File: config.mk
export PLATFORM = sky130hd
export DESIGN_NAME = conv_accumulator
export DESIGN_NICKNAME = d
export VERILOG_FILES = /design/src/rtl/conv_pkg.sv /design/src/rtl/lead_one_detector.sv /design/src/rtl/conv_accumulator.sv
export SDC_FILE = /design/constraint.sdc
export NUM_CORES = 1
export LEC_CHECK = 0
export CAP_MARGIN = 20
export CORE_MARGIN = 5
export CORE_UTILIZATION = 55
export CTS_CLUSTER_DIAMETER = 80
export CTS_CLUSTER_SIZE = 28
export DETAILED_ROUTE_END_ITERATION = 10
export PLACE_DENSITY = 0.87
export SYNTH_ARGS = -nofsm -noshare
export SYNTH_HDL_FRONTEND = slang
export SYNTH_HIERARCHICAL = 1
export SYNTH_SLANG_ARGS = --single-unit
File: constraint.sdc
create_clock -name clk -period 32.8 [get_ports clk]
set_input_delay 4.92 -clock clk [delete_from_list [all_inputs] [get_ports clk]]
set_output_delay 4.92 -clock clk [all_outputs]
set_load 0.01 [all_outputs]
File: src/rtl/conv_pkg.sv
// Shared definitions for the convolution accumulator: FSM states, FP16 constants, tap count.
package conv_pkg;

    typedef enum logic [1:0] {
        StIdle,
        StAcc,
        StNorm,
        StOut
    } state_e;

    localparam int unsigned Fp16Bias = 15;
    localparam int unsigned NumTaps  = 9;

    // Wide enough that nine full-scale products cannot overflow.
    function automatic int unsigned acc_width(input int unsigned mant_size);
        return 2 * mant_size + 5;
    endfunction

    localparam int unsigned AccWidth = acc_width(10);

    localparam logic [4:0] SatExp  = 5'h1E;
    localparam logic [9:0] SatMant = 10'h3FF;

endpackage

File: src/rtl/lead_one_detector.sv
// Combinational leading-one detector: position of the highest set bit plus an all-zero flag.
module lead_one_detector #(
    parameter int unsigned Width = 25,
    parameter int unsigned PosW  = $clog2(Width)
) (
    input  logic [Width-1:0] data,
    output logic [PosW-1:0]  pos,
    output logic             zero
);

    always_comb begin
        pos = '0;
        for (int i = 0; i < Width; i++) begin
            if (data[i]) pos = PosW'(i);
        end
    end

    assign zero = ~|data;

endmodule

File: src/rtl/conv_accumulator.sv
// Sums nine sign-magnitude products (one tap per cycle) and normalises the total to FP16.
// Define CONV_ACC_ROUND_NEAREST_EN for round-to-nearest-even; the default build truncates.
module conv_accumulator
    import conv_pkg::*;
#(
    parameter int unsigned EXP_SIZE    = 5,
    parameter int unsigned MANT_SIZE   = 10,
    parameter int unsigned KERNEL_SIZE = 3
) (
    input  logic                        clk,
    input  logic                        rst,
    input  logic                        in_valid,
    output logic                        in_ready,
    input  logic [2*MANT_SIZE:0]        sign_mant_p1,
    input  logic [2*MANT_SIZE:0]        sign_mant_p2,
    input  logic [2*MANT_SIZE:0]        sign_mant_p3,
    input  logic [2*MANT_SIZE:0]        sign_mant_p4,
    input  logic [2*MANT_SIZE:0]        sign_mant_p5,
    input  logic [2*MANT_SIZE:0]        sign_mant_p6,
    input  logic [2*MANT_SIZE:0]        sign_mant_p7,
    input  logic [2*MANT_SIZE:0]        sign_mant_p8,
    input  logic [2*MANT_SIZE:0]        sign_mant_p9,
    input  logic [EXP_SIZE:0]           exp_p1,
    input  logic [EXP_SIZE:0]           exp_p2,
    input  logic [EXP_SIZE:0]           exp_p3,
    input  logic [EXP_SIZE:0]           exp_p4,
    input  logic [EXP_SIZE:0]           exp_p5,
    input  logic [EXP_SIZE:0]           exp_p6,
    input  logic [EXP_SIZE:0]           exp_p7,
    input  logic [EXP_SIZE:0]           exp_p8,
    input  logic [EXP_SIZE:0]           exp_p9,
    output logic                        out_valid,
    input  logic                        out_ready,
    output logic [EXP_SIZE+MANT_SIZE:0] result
);

    localparam int unsigned MagW   = 2 * MANT_SIZE;
    localparam int unsigned AccW   = acc_width(MANT_SIZE);
    localparam int unsigned PosW   = $clog2(AccW);
    localparam int unsigned BinPt  = MagW - 2;
    localparam int unsigned ExpInW = EXP_SIZE + 1;
    localparam int unsigned ExpW   = ExpInW + 4;
    localparam int unsigned Taps   = KERNEL_SIZE * KERNEL_SIZE;
    localparam int unsigned CntW   = $clog2(NumTaps + 1);
    localparam int unsigned ExpMax = (1 << EXP_SIZE) - 1;
    localparam int unsigned ResW   = 1 + EXP_SIZE + MANT_SIZE;

    state_e                   state_q, state_d;
    logic signed [AccW-1:0]   acc_q, acc_d;
    logic [CntW-1:0]          cnt_q, cnt_d;
    logic                     phase_q, phase_d;
    logic [ResW-1:0]          result_q, result_d;
    logic                     load, norm_load, res_load;

    logic [MagW:0]            in_sm  [NumTaps];
    logic [ExpInW-1:0]        in_exp [NumTaps];
    logic [MagW:0]            sm_q   [NumTaps];
    logic [ExpInW-1:0]        exp_q  [NumTaps];
    logic [ExpInW-1:0]        emax_in, emax_q;

    assign in_sm  = '{sign_mant_p1, sign_mant_p2, sign_mant_p3, sign_mant_p4, sign_mant_p5,
                      sign_mant_p6, sign_mant_p7, sign_mant_p8, sign_mant_p9};
    assign in_exp = '{exp_p1, exp_p2, exp_p3, exp_p4, exp_p5, exp_p6, exp_p7, exp_p8, exp_p9};

    always_comb begin
        emax_in = '0;
        for (int i = 0; i < NumTaps; i++) begin
            if (in_exp[i] > emax_in) emax_in = in_exp[i];
        end
    end

    // Align the current tap to emax; bits shifted out are dropped.
    logic [ExpInW-1:0]      shamt;
    logic [MagW-1:0]        tap_mag;
    logic signed [AccW-1:0] addend;

    always_comb begin
        shamt   = emax_q - exp_q[cnt_q];
        tap_mag = (shamt >= ExpInW'(AccW)) ? '0 : sm_q[cnt_q][MagW-1:0] >> shamt;
        addend  = $signed({{(AccW - MagW){1'b0}}, tap_mag});
        if (sm_q[cnt_q][MagW]) addend = -addend;
    end

    logic [AccW-1:0] acc_abs;
    logic [PosW-1:0] lead_pos;
    logic            acc_zero;

    assign acc_abs = acc_q[AccW-1] ? -acc_q : acc_q;

    lead_one_detector #(
        .Width(AccW),
        .PosW (PosW)
    ) u_lod (
        .data(acc_abs),
        .pos (lead_pos),
        .zero(acc_zero)
    );

    // Normalisation is split: first cycle aligns the leading one to the MSB, second packs.
    logic [AccW-1:0]        norm_mag_q;
    logic signed [ExpW-1:0] norm_exp_q;
    logic                   norm_sign_q, norm_zero_q;

    logic [MANT_SIZE-1:0]   mant, mant_rnd;
    logic                   guard, sticky, round_up, carry;
    logic signed [ExpW-1:0] exp_rnd;

    assign mant   = norm_mag_q[AccW-2 -: MANT_SIZE];
    assign guard  = norm_mag_q[AccW-2-MANT_SIZE];
    assign sticky = |norm_mag_q[AccW-3-MANT_SIZE:0];

`ifdef CONV_ACC_ROUND_NEAREST_EN
    assign round_up = guard & (sticky | mant[0]);
`else
    logic unused_rnd;
    assign unused_rnd = guard ^ sticky;
    assign round_up   = 1'b0;
`endif

    always_comb begin
        {carry, mant_rnd} = {1'b0, mant} + (MANT_SIZE + 1)'(round_up);
        exp_rnd           = norm_exp_q + $signed(ExpW'(carry));
        if (norm_zero_q || exp_rnd[ExpW-1] || exp_rnd == '0) begin
            result_d = '0;
        end else if (exp_rnd >= $signed(ExpW'(ExpMax))) begin
            result_d = {norm_sign_q, EXP_SIZE'(SatExp), MANT_SIZE'(SatMant)};
        end else begin
            result_d = {norm_sign_q, exp_rnd[EXP_SIZE-1:0], mant_rnd};
        end
    end

    always_comb begin
        state_d   = state_q;
        acc_d     = acc_q;
        cnt_d     = cnt_q;
        phase_d   = phase_q;
        load      = 1'b0;
        norm_load = 1'b0;
        res_load  = 1'b0;
        unique case (state_q)
            StIdle: begin
                if (in_valid) begin
                    load    = 1'b1;
                    acc_d   = '0;
                    cnt_d   = '0;
                    state_d = StAcc;
                end
            end
            StAcc: begin
                acc_d = acc_q + addend;
                cnt_d = cnt_q + 1'b1;
                if (cnt_q == CntW'(Taps - 1)) begin
                    phase_d = 1'b0;
                    state_d = StNorm;
                end
            end
            StNorm: begin
                if (!phase_q) begin
                    norm_load = 1'b1;
                    phase_d   = 1'b1;
                end else begin
                    res_load = 1'b1;
                    phase_d  = 1'b0;
                    state_d  = StOut;
                end
            end
            StOut: begin
                if (out_ready) state_d = StIdle;
            end
            default: state_d = StIdle;
        endcase
    end

    always_ff @(posedge clk) begin
        if (rst) begin
            state_q  <= StIdle;
            acc_q    <= '0;
            cnt_q    <= '0;
            phase_q  <= 1'b0;
            result_q <= '0;
        end else begin
            state_q <= state_d;
            acc_q   <= acc_d;
            cnt_q   <= cnt_d;
            phase_q <= phase_d;
            if (res_load) result_q <= result_d;
        end
    end

    always_ff @(posedge clk) begin
        if (load) begin
            sm_q   <= in_sm;
            exp_q  <= in_exp;
            emax_q <= emax_in;
        end
        if (norm_load) begin
            norm_mag_q  <= acc_abs << (PosW'(AccW - 1) - lead_pos);
            norm_exp_q  <= $signed(ExpW'(emax_q)) + $signed(ExpW'(lead_pos))
                           - $signed(ExpW'(BinPt));
            norm_sign_q <= acc_q[AccW-1];
            norm_zero_q <= acc_zero;
        end
    end

    assign in_ready  = (state_q == StIdle);
    assign out_valid = (state_q == StOut);
    assign result    = result_q;

endmodule
==> flow_summary.ini, run 1 <==
[synth]
synthesized_instance_count = 1736
sequential_area_share_after_synthesis_pct = 47.7
synth_area_leader_cell = edfxtp_1
ys.warnings.count = 6
synth_seq_cells = 317
post_synth_design_cell_area_mm2 = 0.0189
synthesis.nets = 2069
netlist.area_leader.share_pct = 42.6
synth-async-reset-ratio_pct = 0
yosys.cell_types.count = 91
synth_top_cells_by_area = edfxtp_1, mux4_2, ha_1
syn_avg_cell_area_um2 = 10.9
synth_edf_count = 269
ys_dominant_reg_cell = edfxtp_1

[timing]
finalClockSkew_ns = 0.0246
hold_ws_ns = 0.460
finalMaxSlewViolations = 0
hold_viol = 0
timing.final.crit_share_pct = 62.9
grt_setup_unrepaired = no
slew_headroom_pct = 20.3
fmax_ghz = 0.0485
setup_tns_ns = 0
worstMarginPinSlew_ns = 1.20
postLayoutSetupSlackWorst_ns = 12.16
layout_min_cycle_time_ns = 20.64
setup_violations = 0

[setup_path]
crit_path_end_kind = flip-flop
timing.reg2reg.setup_slack_ns = 22.61
slowest_stage = o22ai_1
ff2ff_path_depth = 37
reg2reg_to = acc_q[23]
cp_slowest_stage_delay_ns = 0.62
count_of_buffer_and_inverter_cells_on_the_critical_path = 9
worstPathRequired_ns = 33.08
path_class = in2reg
worst-path-stages = 73
critical_path_data_arrival_time_ns = 20.91
critPathMaxFanout = 11
path_delay_family = compound AO/OA/AOI/OAI gates
start_kind = input port
rr_startpoint = cnt_q[0]

[floorplan]
die_height_um = 196
fp-row-count = 68
design.die.area_mm2 = 0.0382
core_region_area_mm2 = 0.0343
overall_die_width_um = 196
floorplan.io_pins = 265
initial_core_util_pct = 55.2

[global_routing]
wire_length_of_the_first_global_routing_pass_um = 79400
number_of_global_route_vias_before_repair = 14600
grt_overflow_total = 0
grt_start_max_net_pins = 214
grt_antenna_before_repair = 6
globalRouteTotalUtil_pct = 25.7

[route]
avgViaCountPerCell = 6.06
drt_iter0_drc = 1359
vias = 14700
post_drt_wl_per_cell_um = 20.9
first_drt_pass_iteration_count = 5
totalWireLength_um = 50600
antenna_left = 0
total_drc_errors_in_the_routed_layout = 0

[cts]
clock_tree.root_cell = clkbuf_16
clkLatencyLatePin_ns = 0.52
cts.sinks = 317
tritoncts_clock_tree = built
cts_inserted_buffers = 17
clock_tree.htree_level_count = 1
cts_hold_buf = 0
post_cts_resize_count = 0
cts.clk_slew.worst_paths_ns = 0.10
clock_tree.buffer_depth = 3
cts_setup_buffers = 0

[worst_hold_path]
worstHoldPathCells = 2
min-delay-path-class = reg2reg
whs_endpoint = result[0]
timing.hold.worst.start = result[0]

[placed_design]
pre_cts_slack_ns = 11.98
postPlaceCellArea_mm2 = 0.0220
buffers_on_ports = 264
gp_congestion = 0.942
dp_wirelength_um = 38600

[cells_and_area]
layout-drive-gt1-share_pct = 7.62
fillerInstances = 2523
num-nets-final = 2296
area_growth_pct = 19.1
finalInstanceArea_mm2 = 0.0226

[run_status]
outcome = complete, no violations

[run]
drv.max_cap_violation_count = 0
logic make-up after synthesis:
logic type / count (synthesis) / synth area share (%)
compound gates: 400 / 13.9
xor+xnor: 75 / 3.47
fa+ha+maj: 90 / 6.01
buf+inv: 171 / 3.40
flops: 317 / 47.7
mux: 160 / 12.7
simple gates: 523 / 12.9
metal layers:
metal  vias to the layer above  global-route usage [%]  wire length (um)  part of all wire (%)
li1                       6933                       -                 -                     -
met1                      7079                    32.5             19700                    39
met2                       603                    45.4             25700                    51
met3                       105                    4.28              3550                   7.0
met4                         2                    8.20              1620                   3.2
met5                         -                       0                13                 0.026
through the flow:
| stage | instances | util [%] |
|---|---|---|
| finish | 2428 | 65.8 |
| global route | 2428 | 65.8 |
| CTS | 2421 | 65.7 |
| detailed placement | 2397 | 64.2 |
| global placement | 2397 | 64.2 |
| floorplan | 1736 | - |
cell usage after synthesis, drive strengths merged (14+ instances only):
| cell type | n |
|---|---|
| edfxtp | 269 |
| nor2 | 208 |
| nand2 | 139 |
| o21ai | 118 |
| inv | 99 |
| a21oi | 90 |
| ha | 83 |
| mux2i | 80 |
| mux4 | 61 |
| clkbuf | 57 |
| xnor2 | 56 |
| dfxtp | 48 |
| nand3 | 26 |
| nor3 | 24 |
| a22oi | 21 |
| nand2b | 21 |
| mux2 | 19 |
| xor2 | 19 |
| or3 | 18 |
| a21o | 16 |
| a31oi | 16 |
| buf | 15 |
| o22ai | 15 |
| and3 | 14 |
| o211ai | 14 |
how the worst max path moves through the flow:
stage                          from        end  slack (ns)
after floorplan           exp_p1[3]  emax_q[0]       14.32
after global placement    exp_p1[3]  emax_q[4]       12.39
after detailed placement  exp_p1[3]  emax_q[4]       11.98
after CTS                 exp_p1[3]  emax_q[4]       12.43
after global routing      exp_p1[4]  emax_q[4]       10.89
final                     exp_p1[3]  emax_q[4]       12.16
tightest hold or removal path: cells and delay by family (launching register included):
kind	cells	cell delay, ns
flops	1	0.32
compound gates	1	0.05
simple gates	1	0.05
cell type report:
class                      count  area, um2  area share [%]
multi-input combinational   1248       9270            41.1
sequential                   317       9040            40.1
timing repair buffer         280       2770            12.3
tap                          455        569            2.52
clock buffer                  18        429            1.90
inverter                      99        372            1.65
clock inverter                 6       93.8           0.416
antenna                        5       12.5          0.0555
flip-flops by register name, indices dropped and copies added (netlist names), 4 cells and up:
signal and cells:
emax_q 6, norm_exp_q 8, result 16, cnt_q 4
exp_q 54, norm_mag_q 10, acc_q 25, sm_q 189
cells in the final DEF (no fill, tap or decap), types with 17 or more instances in the layout:
cell type and n:
mux2i_1 79, dfxtp_1 45, mux2_2 17, mux4_2 61, a21oi_1 90, inv_1 99, o21ai_0 112, a22oi_1 21
nor2_1 207, xor2_1 19, nand3_1 25, nand2b_1 21, nor3_1 24, nand2_1 139, clkdlybuf4s50_1 263, xnor2_1 56
clkbuf_16 17, ha_1 83, edfxtp_1 269
Power of run 1 is left out: the tool's default activity adds up to more than one toggle a clock period on the data nets, which glitch-free logic cannot reach.
==> run 2, diff against run 1 <==
--- a/config.mk
+++ b/config.mk
@@ -7,11 +7,11 @@
 export LEC_CHECK = 0
 export CAP_MARGIN = 20
 export CORE_MARGIN = 5
-export CORE_UTILIZATION = 55
+export CORE_UTILIZATION = 51
 export CTS_CLUSTER_DIAMETER = 80
 export CTS_CLUSTER_SIZE = 28
 export DETAILED_ROUTE_END_ITERATION = 10
-export PLACE_DENSITY = 0.87
+export PLACE_DENSITY = 0.85
 export SYNTH_ARGS = -nofsm -noshare
 export SYNTH_HDL_FRONTEND = slang
 export SYNTH_HIERARCHICAL = 1
==> constraint.sdc (replaced) <==
create_clock -name clk -period 18.1 [get_ports clk]
set_input_delay 2.715 -clock clk [delete_from_list [all_inputs] [get_ports clk]]
set_output_delay 2.715 -clock clk [all_outputs]
set_load 0.01 [all_outputs]
==> run 2 against run 1 <==
Compared with the run above:
- final area is 1.2% higher
- core utilization is 3.4 points lower
- routed wire length is 0.73% higher
- register-to-register slack worse by 15 ns
- non-clock buffer count is 17 higher
==> flow_summary.ini, run 2 (synthesized netlist as in run 1, its figures left out) <==
[cells_and_area]
largest-register = sm_q
final_common_cell = edfxtp_1
area_growth_pct = 20.6
most-common-layout-cells = edfxtp_1, clkdlybuf4s50_1, nor2_1
num-nets-final = 2313
layout_top_registers = sm_q x189, exp_q x54, acc_q x25
layout-drive-gt1-share_pct = 9.30
largest_reg_flops = 189
final_cell_utilization_of_the_core_pct = 62.4

[setup_path]
critPathMaxFanout = 9
cpMostUsedCell = ha_1
path_class = in2reg
critical_path_data_arrival_time_ns = 17.49
start_kind = input port
slowest_stage = or4b_2
worstSetupStartpoint = exp_p1[3]
worstPathRequired_ns = 18.36
cp_slowest_stage_delay_ns = 0.64
rr_startpoint = cnt_q[0]
crit_path_end_kind = flip-flop

[route]
antenna_left = 0
avgViaCountPerCell = 6.03
post_drt_wl_per_cell_um = 20.7
total_drc_errors_in_the_routed_layout = 0
vias = 14800
totalWireLength_um = 51000
first_drt_pass_iteration_count = 6
drt_iter0_drc = 1235

[cts]
cts.sinks = 317
cts.clk_slew.worst_paths_ns = 0.10
clock_tree.buffer_depth = 3
clock_tree.htree_level_count = 1
cts_inserted_buffers = 17
clkLatencyLatePin_ns = 0.54
tritoncts_clock_tree = built
clock_tree.root_cell = clkbuf_16

[floorplan]
die_height_um = 203
floorplan.io_pins = 265
initial_core_util_pct = 51.7
overall_die_width_um = 203
core_region_area_mm2 = 0.0366
design.die.area_mm2 = 0.0411
fp-row-count = 70

[global_routing]
grt_antenna_before_repair = 4
wire_length_of_the_first_global_routing_pass_um = 80500
grt_overflow_total = 0
grt_start_max_net_pins = 94
globalRouteTotalUtil_pct = 24.2
number_of_global_route_vias_before_repair = 15000

[timing]
hold_viol = 0
setup_violations = 0
finalMaxSlewViolations = 0
hold_ws_ns = 0.460
worstMarginPinSlew_ns = 1.11
postLayoutSetupSlackWorst_ns = 0.864
layout_min_cycle_time_ns = 17.24
timing.final.crit_share_pct = 95.2
slew_headroom_pct = 25.5
finalClockSkew_ns = 0.0378
fmax_ghz = 0.0580

[run_status]
outcome = complete, no violations

[worst_hold_path]
min-delay-path-class = reg2reg
timing.hold.worst.start = result[7]

[placed_design]
buffers_on_ports = 264
dp_wirelength_um = 39100
gp_congestion = 0.944
pre_cts_slack_ns = 0.00745

[run]
drv.max_cap_violation_count = 0
[run 2: layer usage]
layer | vias up | part of all wire [%] | GRT usage [%]
li1 | 6972 | - | -
met1 | 7195 | 39 | 30.5
met2 | 575 | 51 | 43.4
met3 | 102 | 6.1 | 3.34
met4 | 0 | 3.0 | 7.20
met5 | - | 0 | 0
[run 2: layout make-up]
class,instances,area (um2)
tap,468,586
multi-input combinational,1248,9360
fill,2846,13800
timing repair buffer,297,2910
inverter,99,372
clock buffer,19,433
clock inverter,9,125
sequential,317,9040
antenna,5,12.5
[run 2: path summary, 6_finish.rpt]
| path | end | slack [ns] | depth (start not counted) |
|---|---|---|---|
| hold reg to reg | result[7] | 0.46 | 2 |
| setup reg to reg | acc_q[23] | 7.57 | 37 |
| setup / recovery | emax_q[5] | 0.86 | 71 |
| hold / removal | result[7] | 0.46 | 2 |
[run 2: what timing repair did]
| item | 4_1_cts | 5_1_grt |
|---|---|---|
| setup endpoints to repair | 0 | 6 |
| hold buffers | 0 | 0 |
| setup buffers | 0 | 6 |
| resized for setup | 0 | 18 |
[run 2: critical path: cells and delay by family]
| family | cells | cell delay, ns |
|---|---|---|
| AOI/OAI and AO/OA | 23 | 4.74 |
| and+or+nand+nor | 26 | 4.60 |
| adders and majority gates | 8 | 2.27 |
| muxes | 5 | 1.76 |
| buffers and inverters | 9 | 1.39 |
[run 2: stage by stage]
step,cell area (um2),setup TNS [ns],cells
2_1_floorplan,18900,0,1736
3_3_place_gp,22100,0,2418
3_5_place_dp,22100,0,2419
4_1_cts,22600,0,2447
5_1_grt,22800,-0.134,2462
6_report,22800,0,2462
Power of run 2 is left out for the same reason.
==> run 3, diff against run 2 <==
--- a/config.mk
+++ b/config.mk
@@ -12,6 +12,7 @@
 export CTS_CLUSTER_SIZE = 28
 export DETAILED_ROUTE_END_ITERATION = 10
 export PLACE_DENSITY = 0.85
+export SLEW_MARGIN = 10
 export SYNTH_ARGS = -nofsm -noshare
 export SYNTH_HDL_FRONTEND = slang
 export SYNTH_HIERARCHICAL = 1
==> run 3 against run 2 <==
Compared with the run above:
- global-route usage rose by 0.11 points
- non-clock buffer count shrank 3
- hold slack hardly changed
==> flow_summary.ini, run 3 (synthesized netlist as in run 1, its figures left out) <==
[route]
total_drc_errors_in_the_routed_layout = 0
vias = 14800
post_drt_wl_per_cell_um = 20.7
first_drt_pass_iteration_count = 7
antenna_left = 0
avgViaCountPerCell = 6.03
totalWireLength_um = 51000
drt_iter0_drc = 1235

[cells_and_area]
most-common-layout-cells = edfxtp_1, clkdlybuf4s50_1, nor2_1
fillerInstances = 2851
layout_top_registers = sm_q x189, exp_q x54, acc_q x25
num-nets-final = 2310
multi_input_comb_area_mm2 = 0.00934
largest-register = sm_q
area_growth_pct = 20.4
layout-drive-gt1-share_pct = 9.02
sequential_cell_area_mm2 = 0.00904
final_common_cell = edfxtp_1
largest_reg_flops = 189

[placed_design]
buffers_on_ports = 264
dp_wirelength_um = 39100
gp_congestion = 0.944

[setup_path]
cp_slowest_stage_delay_ns = 0.64
crit_path_end_kind = flip-flop
timing.reg2reg.setup_slack_ns = 7.56
critical_path_data_arrival_time_ns = 17.51
start_kind = input port
path_class = in2reg
slowest_stage = or4b_2
reg2reg_to = acc_q[23]
worstPathRequired_ns = 18.46
ff2ff_path_depth = 37
rr_startpoint = cnt_q[0]
cpMostUsedCell = ha_1
critPathMaxFanout = 10

[run]
drv.max_cap_violation_count = 0

[global_routing]
grt.busiest_layer = met2
number_of_global_route_vias_before_repair = 14800
wire_length_of_the_first_global_routing_pass_um = 80400
met2_capacity_usage_during_global_routing_pct = 43.2
globalRouteTotalUtil_pct = 24.3
grt_util_met3_pct = 3.74
global_route.usage.met1_pct = 30.7
grt_overflow_total = 0
grt_start_max_net_pins = 94
grt_antenna_before_repair = 6

[timing]
setup_violations = 0
setup_tns_ns = 0
finalClockSkew_ns = 0.0227
layout_min_cycle_time_ns = 17.15
timing.final.crit_share_pct = 94.8
grt_setup_unrepaired = no
slew_headroom_pct = 22.7
hold_viol = 0
finalMaxSlewViolations = 0
fmax_ghz = 0.0583
worstMarginPinSlew_ns = 1.16

[floorplan]
core_region_area_mm2 = 0.0366
design.die.area_mm2 = 0.0411
overall_die_width_um = 203
floorplan.io_pins = 265
initial_core_util_pct = 51.7
die_height_um = 203
fp-row-count = 70

[cts]
cts_hold_buf = 0
clock_tree.root_cell = clkbuf_16
clock_tree.htree_level_count = 1
cts.clk_slew.worst_paths_ns = 0.10
clock_tree.buffer_depth = 3
tritoncts_clock_tree = built
clkLatencyLatePin_ns = 0.53
cts_inserted_buffers = 17
cts.sinks = 317

[worst_hold_path]
worstHoldPathCells = 2
timing.hold.worst.start = result[6]
whs_endpoint = result[6]
min-delay-path-class = reg2reg

[run_status]
outcome = complete, no violations
run 3: area by class of cell:
cell class	count	share of cell area [%]
tap	468	2.57
clock inverter	9	0.560
multi-input combinational	1248	41.0
antenna	6	0.0659
sequential	317	39.7
clock buffer	18	1.88
inverter	99	1.63
timing repair buffer	294	12.6
run 3: how the worst max path moves through the flow:
stage	startpoint	slack, ns	to	cells past startpoint
after floorplan	exp_p1[3]	1.83	emax_q[0]	71
after global placement	exp_p1[3]	0.57	emax_q[5]	71
after global routing	exp_p1[3]	0.02	emax_q[1]	72
final	exp_p1[3]	0.95	emax_q[1]	72
after detailed placement	exp_p1[3]	0.04	emax_q[2]	71
after CTS	exp_p1[3]	0.52	emax_q[1]	72
run 3: critical path, delay by kind of cell:
family | cells | cell delay [ns]
buffers and inverters | 9 | 1.31
AO/OA/AOI/OAI | 24 | 5.03
AND/OR/NAND/NOR | 26 | 4.43
multiplexers | 5 | 1.76
adder cells (fa/ha/maj) | 8 | 2.26
run 3: stage by stage:
step | cells | hold slack (ns) | setup WS, ns | utilization (%) | cell area (um2)
2_1_floorplan | 1736 | 0.406 | 1.83 | - | 18900
3_3_place_gp | 2418 | 0.438 | 0.571 | 60.3 | 22100
3_5_place_dp | 2419 | 0.447 | 0.0443 | 60.3 | 22100
4_1_cts | 2446 | 0.461 | 0.521 | 61.8 | 22600
5_1_grt | 2459 | 0.486 | 0.0186 | 62.3 | 22800
6_report | 2459 | 0.460 | 0.949 | 62.3 | 22800
run 3: per-layer routing:
layer	vias to the layer above	wire length [um]
met5	-	0
met4	0	1740
met3	100	3300
met2	580	25900
met1	7182	20100
li1	6967	-
run 3: what timing repair did:
item / CTS / global route
buffers inserted: 0 / 4
endpoints found under the setup margin: 0 / 6
gates resized for setup: 0 / 16
Power of run 3 is left out for the same reason.
